--- config.mk ---
export PLATFORM = sky130hd
export DESIGN_NAME = multiply_divide_core
export DESIGN_NICKNAME = d
export VERILOG_FILES = /design/src/rtl/muldiv_pkg.sv /design/src/rtl/div_step.sv /design/src/rtl/multiply_divide_core.sv
export SDC_FILE = /design/constraint.sdc
export NUM_CORES = 1
export LEC_CHECK = 0
export CAP_MARGIN = 20
export CORE_AREA = 5 5 85 87
export CTS_BUF_LIST = sky130_fd_sc_hd__clkbuf_8
export DETAILED_ROUTE_END_ITERATION = 12
export DIE_AREA = 0 0 90 92
export HOLD_SLACK_MARGIN = 0.15
export MAX_ROUTING_LAYER = met4
export PLACE_DENSITY_LB_ADDON = 0.3
export REMOVE_ABC_BUFFERS = 1
export SYNTH_ARGS = -nofsm -noshare
export SYNTH_HDL_FRONTEND = slang
export SYNTH_SLANG_ARGS = --single-unit
--- constraint.sdc ---
create_clock -name clk -period 2.8 [get_ports clk]
set_input_delay 0.28 -clock clk [delete_from_list [all_inputs] [get_ports clk]]
set_output_delay 0.28 -clock clk [all_outputs]
set_load 0.01 [all_outputs]
--- src/rtl/muldiv_pkg.sv ---
// Shared types and default widths for the restoring divider.
package muldiv_pkg;
  typedef enum logic [1:0] {
    IDLE,
    CALC,
    DONE
  } md_state_t;

  localparam int DEF_N_W = 16;
  localparam int DEF_D_W = 8;
  localparam int CNT_W   = $clog2(DEF_N_W);
endpackage

--- src/rtl/div_step.sv ---
// One restoring-division step: shift in a dividend bit, trial-subtract.
module div_step #(
  parameter int D_W = 8
) (
  input  logic [D_W:0]   i_rem,
  input  logic           i_bit,
  input  logic [D_W-1:0] i_div,
  output logic [D_W:0]   o_rem,
  output logic           o_q
);
  logic [D_W+1:0] w_shift;
  logic [D_W+1:0] w_diff;

  assign w_shift = {i_rem, i_bit};
  // Extra top bit acts as the borrow/sign of the trial subtraction
  assign w_diff  = w_shift - (D_W+2)'(i_div);
  assign o_q     = ~w_diff[D_W+1];
  assign o_rem   = o_q ? w_diff[D_W:0] : w_shift[D_W:0];
endmodule

--- src/rtl/multiply_divide_core.sv ---
// Sequential restoring divider, one quotient bit per clock.
module multiply_divide_core
  import muldiv_pkg::*;
#(
  parameter int N_W = DEF_N_W,
  parameter int D_W = DEF_D_W
) (
  input  logic           clk,
  input  logic           reset,
  input  logic           start,
  input  logic [N_W-1:0] dividend,
  input  logic [D_W-1:0] divisor,
  output logic           busy,
  output logic           done,
  output logic [N_W-1:0] quotient,
  output logic [D_W-1:0] remainder,
  output logic           dbz
);
  localparam int CW = $clog2(N_W);

  md_state_t      r_state;
  logic [CW-1:0]  r_cnt;
  logic [N_W-1:0] r_dvd;
  logic [D_W-1:0] r_div;
  logic [D_W:0]   r_rem;
  logic           r_busy;
  logic           r_done;
  logic [N_W-1:0] r_quo;
  logic [D_W-1:0] r_rmd;
  logic           r_dbz;

  logic [D_W:0]   w_nrem;
  logic           w_q;

  div_step #(.D_W(D_W)) u_step (
    .i_rem (r_rem),
    .i_bit (r_dvd[N_W-1]),
    .i_div (r_div),
    .o_rem (w_nrem),
    .o_q   (w_q)
  );

  // Dividend bits leave at the top while quotient bits enter at the bottom
  always_ff @(posedge clk) begin
    if (reset) begin
      r_state <= IDLE;
      r_cnt   <= '0;
      r_dvd   <= '0;
      r_div   <= '0;
      r_rem   <= '0;
      r_busy  <= 1'b0;
      r_done  <= 1'b0;
      r_quo   <= '0;
      r_rmd   <= '0;
      r_dbz   <= 1'b0;
    end else begin
      unique case (r_state)
        IDLE: begin
          if (start) begin
            if (divisor != '0) begin
              r_dvd   <= dividend;
              r_div   <= divisor;
              r_rem   <= '0;
              r_cnt   <= CW'(N_W-1);
              r_busy  <= 1'b1;
              r_state <= CALC;
            end else begin
              r_quo   <= '1;
              r_rmd   <= dividend[D_W-1:0];
              r_dbz   <= 1'b1;
              r_done  <= 1'b1;
              r_state <= DONE;
            end
          end
        end
        CALC: begin
          r_dvd <= {r_dvd[N_W-2:0], w_q};
          r_rem <= w_nrem;
          if (r_cnt == '0) begin
            r_quo   <= {r_dvd[N_W-2:0], w_q};
            r_rmd   <= w_nrem[D_W-1:0];
            r_dbz   <= 1'b0;
            r_busy  <= 1'b0;
            r_done  <= 1'b1;
            r_state <= DONE;
          end else begin
            r_cnt <= r_cnt - 1'b1;
          end
        end
        DONE: begin
          r_done  <= 1'b0;
          r_state <= IDLE;
        end
        default: r_state <= IDLE;
      endcase
    end
  end

  assign busy      = r_busy;
  assign done      = r_done;
  assign quotient  = r_quo;
  assign remainder = r_rmd;
  assign dbz       = r_dbz;
endmodule

==> qor.yml <==
drtAntennaViolNets: 0
ys_seq_area_frac: 0.386
fin_skew_ps: 9.88
n_fill_cell: 528
slew_viol_final: 0
cts_max_path_buffers: 2
p_leak_nw: 1.56
hold_path.class: "flop to flop"
synthesis.area_um2: 3420
clk_pin_slew_ps: 80
async_reset_ff_frac: 0
crit_required_ps: 3060
ys_top_cells_by_area: "dfxtp_1, a311oi_2, nor2_1"
slowest_delay_ps: 430
core_um2: 6280
yosysWarningCount: 0
final_nets: 489
powerDensity_nw_per_um2: 1150
cp_top_family: "compound AO/OA/AOI/OAI gates"
die_h_um: 92
cts.sinks: 66
start_util: 0.545
layout-area-overhead-vs-synth_pct: 24.5
status: "finished clean"
drt_iter0_drc: 199
tightest_slew_ps: 661
holdWs_ps: 463
vias: 3088
grt_pass1_vias: 2933
netlist.top_cell.by_area: "dfxtp_1"
fin_crit_ps: 2500
die-area_um2: 8280
wl_per_cell_um: 15.7
yosys.cell_types.count: 46
reg2regPathDepth: 11
place.gp.congestion: 0.875
grt_pass1_wl_um: 13600
critical_path_class: "flop to flop"
die_w_um: 90
io_pins: 54
drc: 0
antenna_found_initial: 0
cts_buffers: 9
timing.critical_path.mode_cell: "inv_1"
hold_violations: 0
cp_num_cells: 11
rsz0062_at_grt: "no"
multi_input_area_um2: 1840
grt_max_degree: 54
ir_worst_vdd_v: 0.000753
portBuffers: 53
grt_usage: 0.204
seq_area_um2: 1320
clock_latency_ps: 340
critPathArrivalTime_ps: 2770
cp_cell_sequence: "inv_1 > ha_1 > inv_1 > fa_1 > a211o_1 > a2111oi_1 > buf_4 > o22ai_1 > nor4_1 > a31oi_1 > a21oi_1"
place_hpwl_um: 5740
cts_tree: "yes"
row_count: 29
htreeDepth: 3
cp_slowest_cell: "fa_1"
setup_violations: 0
tns_ps: 0
wirelength_um: 8310
cts_resized: 0
synth_edf_count: 0
drive_gt1_frac: 0.106
crit_path_start_kind: "flop"
post-route-period-util: 0.894
worstHoldPathCells: 2
relSlewSlack: 0.560
cp_max_fo: 3
critPathBufInv: 3
ys_seq_elements: 66
synth_top_area_frac: 0.386
synth_ff_type: "dfxtp_1"
dr.pass1.iters: 5
drv_cap: 0
clock-root-buffer: "clkbuf_8"
synth_area_per_cell_um2: 8.52
overflow: 0
antennaDiodeCount: 0
detail_route.vias_per_cell: 5.82
cts_setup_buffers: 0
syn-instance-count: 402
cts_hold_buf: 0
crit_path_end_kind: "flop"
max_freq_ghz: 0.400
per-layer routing:
| metal | global-route usage | vias to the layer above | wire (µm) |
|---|---|---|---|
| met5 | - | - | 0 |
| met4 | 0.0769 | 0 | 119 |
| li1 | - | 1529 | - |
| met1 | 0.250 | 1465 | 3620 |
| met2 | 0.337 | 82 | 4170 |
| met3 | 0.0352 | 12 | 407 |
cell usage after synthesis, types with 2 or more instances:
master,number
a211oi_1,22
a21boi_0,2
a21o_1,5
a21oi_1,23
a221oi_1,2
a311oi_1,3
a311oi_2,15
a31oi_1,11
and2_1,2
buf_2,2
buf_6,3
clkbuf_1,20
dfxtp_1,66
ha_1,12
inv_1,37
mux2i_1,16
nand2_1,23
nand2b_1,3
nand3_1,9
nand4_1,3
nor2_1,55
nor2b_1,2
nor3_1,5
nor4_1,4
o211ai_1,4
o21a_1,3
o21ai_0,20
o22ai_1,2
o32ai_1,4
or2_2,2
or3_1,4
xnor2_1,4
metrics by stage:
stage                     worst slack (ps)  instance area [µm²]  power, mW   util  cells
after CTS                              183                 4260       4.89  0.679    531
after global placement                 239                 4020       3.84  0.640    515
after floorplan                       -901                 3290       3.10      -    375
after global routing                  86.4                 4260       5.24  0.679    531
final                                  297                 4260       4.89  0.679    531
after detailed placement               220                 4020       3.91  0.640    515
flip-flops by register name (all words and copies together), names as in the netlist:
name / count
quotient: 16
r_dvd: 16
r_rem: 9
r_div: 8
remainder: 8
r_cnt: 4
r_state: 2
busy: 1
dbz: 1
done: 1
path summary, 6_finish.rpt:
path	startpoint	endpoint	slack [ps]
worst min-delay path	dbz	dbz	460
worst max-delay path	r_dvd[15]	r_rem[8]	300
worst max register to register	r_dvd[15]	r_rem[8]	300
worst min register to register	dbz	dbz	460
cell type report:
class / instances / share of cell area
Tap cell: 77 / 0.0226
Multi-Input combinational cell: 272 / 0.431
Timing Repair Buffer: 63 / 0.147
Sequential cell: 66 / 0.310
Inverter: 37 / 0.0326
Clock inverter: 7 / 0.0279
Clock buffer: 9 / 0.0291
worst reg2reg max path, cell delays in order (launching register included):
cell and delay, ps:
dfxtp_1 350, inv_1 60, ha_1 140, inv_1 50
fa_1 430, a211o_1 320, a2111oi_1 420, buf_4 190
o22ai_1 70, nor4_1 210, a31oi_1 70, a21oi_1 140
cells in the final DEF, fill, tap and decap left out, drive strengths merged, types with 3 or more instances in the layout:
cell type,synthesis,final
a31oi,11,11
o32ai,4,4
bufinv,0,3
or2,3,3
a21o,5,5
dfxtp,66,66
a311oi,18,18
ha,12,12
a211oi,22,22
clkbuf,20,9
o21a,3,3
o211ai,4,4
nor4,4,4
nand3,9,9
buf,7,11
nand2,24,24
clkdlybuf4s50,0,52
a21oi,24,24
nor3,5,5
nor2,56,56
xnor2,4,4
or3,4,4
mux2i,16,16
nand2b,3,3
inv,37,38
o21ai,20,20
nand4,3,3
cell families after synthesis:
logic type | Yosys count | share of synthesized area
AOI/OAI and AO/OA | 120 | 0.268
and+or+nand+nor | 118 | 0.159
DFF | 66 | 0.386
buffers and inverters | 64 | 0.0786
muxes | 16 | 0.0468
adders and majority gates | 13 | 0.0497
xor gates and xnor gates | 5 | 0.0128
power by group:
group / internal [mW] / total (mW) / switching (mW)
registers: 1.23 / 1.43 / 0.194
logic: 1.04 / 2.50 / 1.46
clock network: 0.591 / 0.969 / 0.378
(Power assumes the default switching activity.)
